===== src/rtl/serial_subtractor_pkg.sv =====
// Shared types for the bit-serial subtractor: FSM state encoding and the
// helper that sizes the bit counter.
package serial_subtractor_pkg;

   typedef enum logic [1:0] {
      ST_IDLE  = 2'd0,
      ST_SHIFT = 2'd1,
      ST_DONE  = 2'd2
   } state_t;

   // Counter must hold 0..WIDTH; a 1-bit floor keeps WIDTH=1 legal.
   function automatic int cnt_width(input int width);
      int w;
      w = $clog2(width + 1);
      return (w < 1) ? 1 : w;
   endfunction

endpackage


===== src/rtl/serial_subtractor_full_subtractor.sv =====
// One-bit full subtractor cell: d = x - y - z, bo is the borrow out.
module full_subtractor (
   input  logic x,
   input  logic y,
   input  logic z,
   output logic d,
   output logic bo
);

   assign d  = x ^ y ^ z;
   assign bo = (~x & y) | (~(x ^ y) & z);

endmodule


===== src/rtl/serial_subtractor.sv =====
// Bit-serial WIDTH-bit subtractor, LSB first: diff = a - b - bin over WIDTH
// cycles using one full-subtractor cell and a borrow flop.
//
//   state    | meaning
//   ---------+-----------------------------------------------------------
//   ST_IDLE  | waiting for start
//   ST_SHIFT | processing one bit per clock, busy high
//   ST_DONE  | one-cycle done pulse; start here reloads back-to-back
module serial_subtractor
   import serial_subtractor_pkg::*;
#(
   parameter int WIDTH = 8
) (
   input  logic             clk,
   input  logic             rst,
   input  logic             start,
   input  logic [WIDTH-1:0] a,
   input  logic [WIDTH-1:0] b,
   input  logic             bin,
   output logic [WIDTH-1:0] diff,
   output logic             bout,
   output logic             busy,
   output logic             done
);

   localparam int CW = cnt_width(WIDTH);
   localparam logic [CW-1:0] LAST_CNT = CW'(WIDTH - 1);

   state_t           r_state;
   state_t           w_state_nxt;

   logic [WIDTH-1:0] r_a_sh;
   logic [WIDTH-1:0] r_b_sh;
   logic [WIDTH-1:0] r_r_sh;
   logic             r_brw;
   logic [CW-1:0]    r_cnt;
   logic [WIDTH-1:0] r_diff;
   logic             r_bout;
   logic             r_busy;
   logic             r_done;

   logic             w_d;
   logic             w_bo;
   logic             w_load;
   logic             w_shift;
   logic             w_finish;
   logic             w_last;
   logic [WIDTH:0]   w_cat;
   logic [WIDTH-1:0] w_r_nxt;
   logic             w_unused_lsb;

   full_subtractor u_fs (
      .x  (r_a_sh[0]),
      .y  (r_b_sh[0]),
      .z  (r_brw),
      .d  (w_d),
      .bo (w_bo)
   );

   // New bit enters at the MSB; the bit falling off the LSB end is dropped.
   assign w_cat        = {w_d, r_r_sh};
   assign w_r_nxt      = w_cat[WIDTH:1];
   assign w_unused_lsb = w_cat[0];
   assign w_last       = (r_cnt == LAST_CNT);

   always_ff @(posedge clk) begin
      if (rst) begin
         r_state <= ST_IDLE;
      end else begin
         r_state <= w_state_nxt;
      end
   end

   always_comb begin
      w_state_nxt = r_state;
      w_load      = 1'b0;
      w_shift     = 1'b0;
      w_finish    = 1'b0;
      case (r_state)
         ST_IDLE: begin
            if (start) begin
               w_load      = 1'b1;
               w_state_nxt = ST_SHIFT;
            end
         end
         ST_SHIFT: begin
            w_shift = 1'b1;
            if (w_last) begin
               w_finish    = 1'b1;
               w_state_nxt = ST_DONE;
            end
         end
         ST_DONE: begin
            if (start) begin
               w_load      = 1'b1;
               w_state_nxt = ST_SHIFT;
            end else begin
               w_state_nxt = ST_IDLE;
            end
         end
         default: begin
            w_state_nxt = ST_IDLE;
         end
      endcase
   end

   always_ff @(posedge clk) begin
      if (rst) begin
         r_a_sh <= '0;
         r_b_sh <= '0;
         r_r_sh <= '0;
         r_brw  <= 1'b0;
         r_cnt  <= '0;
         r_diff <= '0;
         r_bout <= 1'b0;
         r_busy <= 1'b0;
         r_done <= 1'b0;
      end else begin
         r_done <= w_finish;
         if (w_load) begin
            r_a_sh <= a;
            r_b_sh <= b;
            r_brw  <= bin;
            r_cnt  <= '0;
            r_busy <= 1'b1;
         end else if (w_shift) begin
            r_r_sh <= w_r_nxt;
            r_a_sh <= r_a_sh >> 1;
            r_b_sh <= r_b_sh >> 1;
            r_brw  <= w_bo;
            r_cnt  <= r_cnt + CW'(1);
            // Result registers move only on completion.
            if (w_finish) begin
               r_diff <= w_r_nxt;
               r_bout <= w_bo;
               r_busy <= 1'b0;
            end
         end
      end
   end

   assign diff = r_diff;
   assign bout = r_bout;
   assign busy = r_busy;
   assign done = r_done;

endmodule

===== config.mk =====
export PLATFORM = sky130hd
export DESIGN_NAME = serial_subtractor
export DESIGN_NICKNAME = d
export VERILOG_FILES = /design/src/rtl/serial_subtractor_pkg.sv /design/src/rtl/serial_subtractor_full_subtractor.sv /design/src/rtl/serial_subtractor.sv
export SDC_FILE = /design/constraint.sdc
export NUM_CORES = 1
export LEC_CHECK = 0
export CELL_PAD_IN_SITES_DETAIL_PLACEMENT = 0
export CELL_PAD_IN_SITES_GLOBAL_PLACEMENT = 1
export CORE_MARGIN = 2
export CORE_UTILIZATION = 35
export CTS_CLUSTER_DIAMETER = 80
export DETAILED_ROUTE_END_ITERATION = 7
export PLACE_DENSITY = 0.81
export SKIP_LAST_GASP = 1
export SYNTH_ARGS = -nofsm -noshare
export SYNTH_HDL_FRONTEND = slang
export SYNTH_SLANG_ARGS = --single-unit

===== constraint.sdc =====
create_clock -name clk -period 1.1 [get_ports clk]
set_input_delay 0.22 -clock clk [delete_from_list [all_inputs] [get_ports clk]]
set_output_delay 0.22 -clock clk [all_outputs]
set_load 0.03 [all_outputs]

==> impl_metrics.toml <==
[synthesis]
ys_ff_latch = 41
synth.distinct_cells = 30
ys_seq_area_frac = 0.472
ys.flop_type = "dfxtp_1"
synth.largest_area_cell = "dfxtp_1"
synth.net_count = 217
netlist_top_cells_area = "dfxtp_1 47%, nand2_1 8.9%, nand2b_1 6.8%, a311oi_1 5.5%, mux2i_1 5.2%"
syn_area_per_cell_um2 = 8.91
synth-edff-count = 0
synth_warnings = 0
ys_async_sr_fraction = 0
synth_top_area_frac = 0.472
netlist_instances = 195
synth_area_um2 = 1740

[clock_tree]
cts_tree = "yes"
cts_root_buffer = "clkbuf_8"
worst_skew_pair.late_latency_ns = 0.29
cts_sinks = 41
cts_buffer_depth = 2
clkTransAtPathRegs_ns = 0.08
cts-htree-levels = 2
cts_buffers = 5

[worst_setup_path]
cpLargestDelayFamily = "simple AND/OR/NAND/NOR gates"
cp_data_arrival_time_ns = 1.46
r2r-end = "r_b_sh[2]$_SDFFE_PP0P_"
reg2reg_depth = 4
reg2reg_from = "r_state[1]$_SDFFE_PP0P_"
cp.buffers_inverters = 1
cp_slowest_cell = "dfxtp_2"
path_max_fanout = 9
path_cells = "and2b_4 -> clkbuf_16 -> nand2_1 -> a311oi_1"
crit_path_end_kind = "flop"
slowest_delay_ns = 0.33
cp.required_ns = 1.29
critical_path_class = "flop to flop"
r2r_setup_slack_ns = -0.17
cp-start-kind = "flop"

[grt]
first_global_vias = 1325
grt_pass1_wl_um = 5830
antenna_found_initial = 0
track_usage = 0.139
grt-ovfl-total = 0
grt_max_degree = 27

[run_status]
violations = "negative setup slack"
status = "finished, violations left"

[sta]
skew_ns = 0.00820
maxClockFrequency_ghz = 0.789
worst_slack_ns = -0.168
worst_slew_pin_slew_ns = 0.257
maxSlewViolCount = 0
fin_crit_ns = 1.27
rsz0062_at_grt = "yes"
relSlewSlack = 0.827
finalHoldViolations = 0
final.setup.tns_ns = -1.51
post-route-period-util = 1.15
setup_viol = 25

[floorplan]
chipHeight_um = 74.5
initial_core_util = 0.366
core_region_area_um2 = 4750
die_area_um2 = 5550
rows = 25
fp.dieW_um = 74.5
io_pins = 31

[detailed_routing]
routed_via_density = 4.85
post-route-drc-count = 0
drtIter0Drc = 32
antenna_left = 0
drtPass1Iterations = 4
wirelength_um = 3940
vias = 1489
post_drt_wl_per_cell_um = 12.8

[final_layout]
final_cell_mix = "36 x nand2_1, 35 x dfxtp_1, 19 x buf_4"
finalInstanceArea_um2 = 2580
area_delta_synth_final_pct = 48.6
fillers = 441
final_common_cell = "nand2_1"
diodes = 0
final_layout_size_suffix_gt1_frac = 0.304
layout.nets = 261

[pwr]
ir_worst_vdd_uv = 736
leakage_nw = 1.01
powerDensity_nw_per_um2 = 1220

[flow_run]
cap_violations = 0

[hold_path]
hold_end = "r_r_sh[1]$_SDFFE_PP0P_"
hold-path-cell-count = 2
holdCritPathClass = "flop to flop"
hp-start = "r_r_sh[1]$_SDFFE_PP0P_"

[placement]
pre_cts_ws_ns = -0.300
placed_area_um2 = 2200
routabilityCongestion = 0.713
io_buffers = 30
place_hpwl_um = 2360
==> routing by layer <==
layer / up-vias / track usage / routed length, µm
li1: 743 / - / -
met2: 41 / 0.223 / 1860
met4: 0 / 0.0595 / 97
met3: 12 / 0.0393 / 181
met1: 693 / 0.174 / 1810
met5: - / 0 / 0
==> layout make-up <==
type                    count  area (µm²)  area share
multi-input cells         137         976       0.378
flip-flops and latches     41         831       0.322
repair buffers             52         601       0.233
well taps                  67        83.8      0.0325
clock buffers               7        76.3      0.0296
clock inverters             1        7.51     0.00291
inverters                   2        7.51     0.00291
==> worst min-delay path, cell delays in order (launching register included) <==
cell and delay (ns):
dfxtp_1 0.31, nand2_1 0.05, a21oi_1 0.05
==> Yosys cell counts (2+ instances only) <==
library cell	instances
a21oi_1	15
a22oi_1	2
a311oi_1	11
buf_2	7
buf_6	4
clkbuf_1	2
dfxtp_1	41
inv_1	2
mux2i_1	9
nand2_1	41
nand2b_1	19
nand3_1	5
nor2_1	15
nor2b_1	2
nor3_1	3
o21ai_0	3
==> flip-flops by register name, indices dropped and copies added (netlist names) <==
register and cells:
bout 1, busy 1, diff 8, done 1, r_a_sh 8, r_b_sh 8
r_brw 1, r_cnt 4, r_r_sh 7, r_state 2
==> kinds of logic (layout without fill, tap and decap cells) <==
| kind of cell | after synthesis | in the layout | synth area share |
|---|---|---|---|
| AOI/OAI and AO/OA | 34 | 34 | 0.135 |
| xor gates and xnor gates | 2 | 2 | 0.0101 |
| adders and majority gates | 2 | 2 | 0.0187 |
| buffers and inverters | 17 | 62 | 0.0677 |
| DFF | 41 | 41 | 0.472 |
| muxes | 9 | 9 | 0.0518 |
| and+or+nand+nor | 90 | 90 | 0.245 |
==> power breakdown <==
group / switching (W) / total, W / internal (W)
sequential: 0.0000509 / 0.00160 / 0.00155
combinational: 0.000263 / 0.000581 / 0.000318
clock: 0.000507 / 0.000956 / 0.000449
==> per-stage QoR <==
step / hold WS (ns) / utilization / total power (W) / cells
finish: 0.456 / 0.543 / 0.00314 / 307
global route: 0.482 / 0.543 / 0.00328 / 307
CTS: 0.457 / 0.490 / 0.00302 / 302
detailed placement: 0.448 / 0.463 / 0.00205 / 294
global placement: 0.449 / 0.463 / 0.00204 / 294
floorplan: 0.356 / - / 0.00188 / 195
==> worst max path at each step <==
stage                                       start                     end  slack [ns]  depth (start not counted)
after floorplan                r_brw$_SDFFE_PP0P_    diff[7]$_SDFFE_PP0P_       -0.02                          4
after global placement                      start  r_a_sh[3]$_SDFFE_PP0P_       -0.27                          5
after detailed placement                    start  r_a_sh[1]$_SDFFE_PP0P_       -0.30                          5
after CTS                      r_brw$_SDFFE_PP0P_    diff[7]$_SDFFE_PP0P_       -0.08                          4
after global routing      r_state[1]$_SDFFE_PP0P_  r_b_sh[2]$_SDFFE_PP0P_       -0.23                          4
final                     r_state[1]$_SDFFE_PP0P_  r_b_sh[2]$_SDFFE_PP0P_       -0.17                          4
==> repair_timing <==
action,in CTS,in global routing
pin swaps,4,15
endpoints found under the setup margin,30,35
hold buffers,0,0
buffers inserted,0,1
cloned,0,4
resized for setup,12,32
endpoints found under the hold margin,0,0
(Power assumes the default switching activity.)
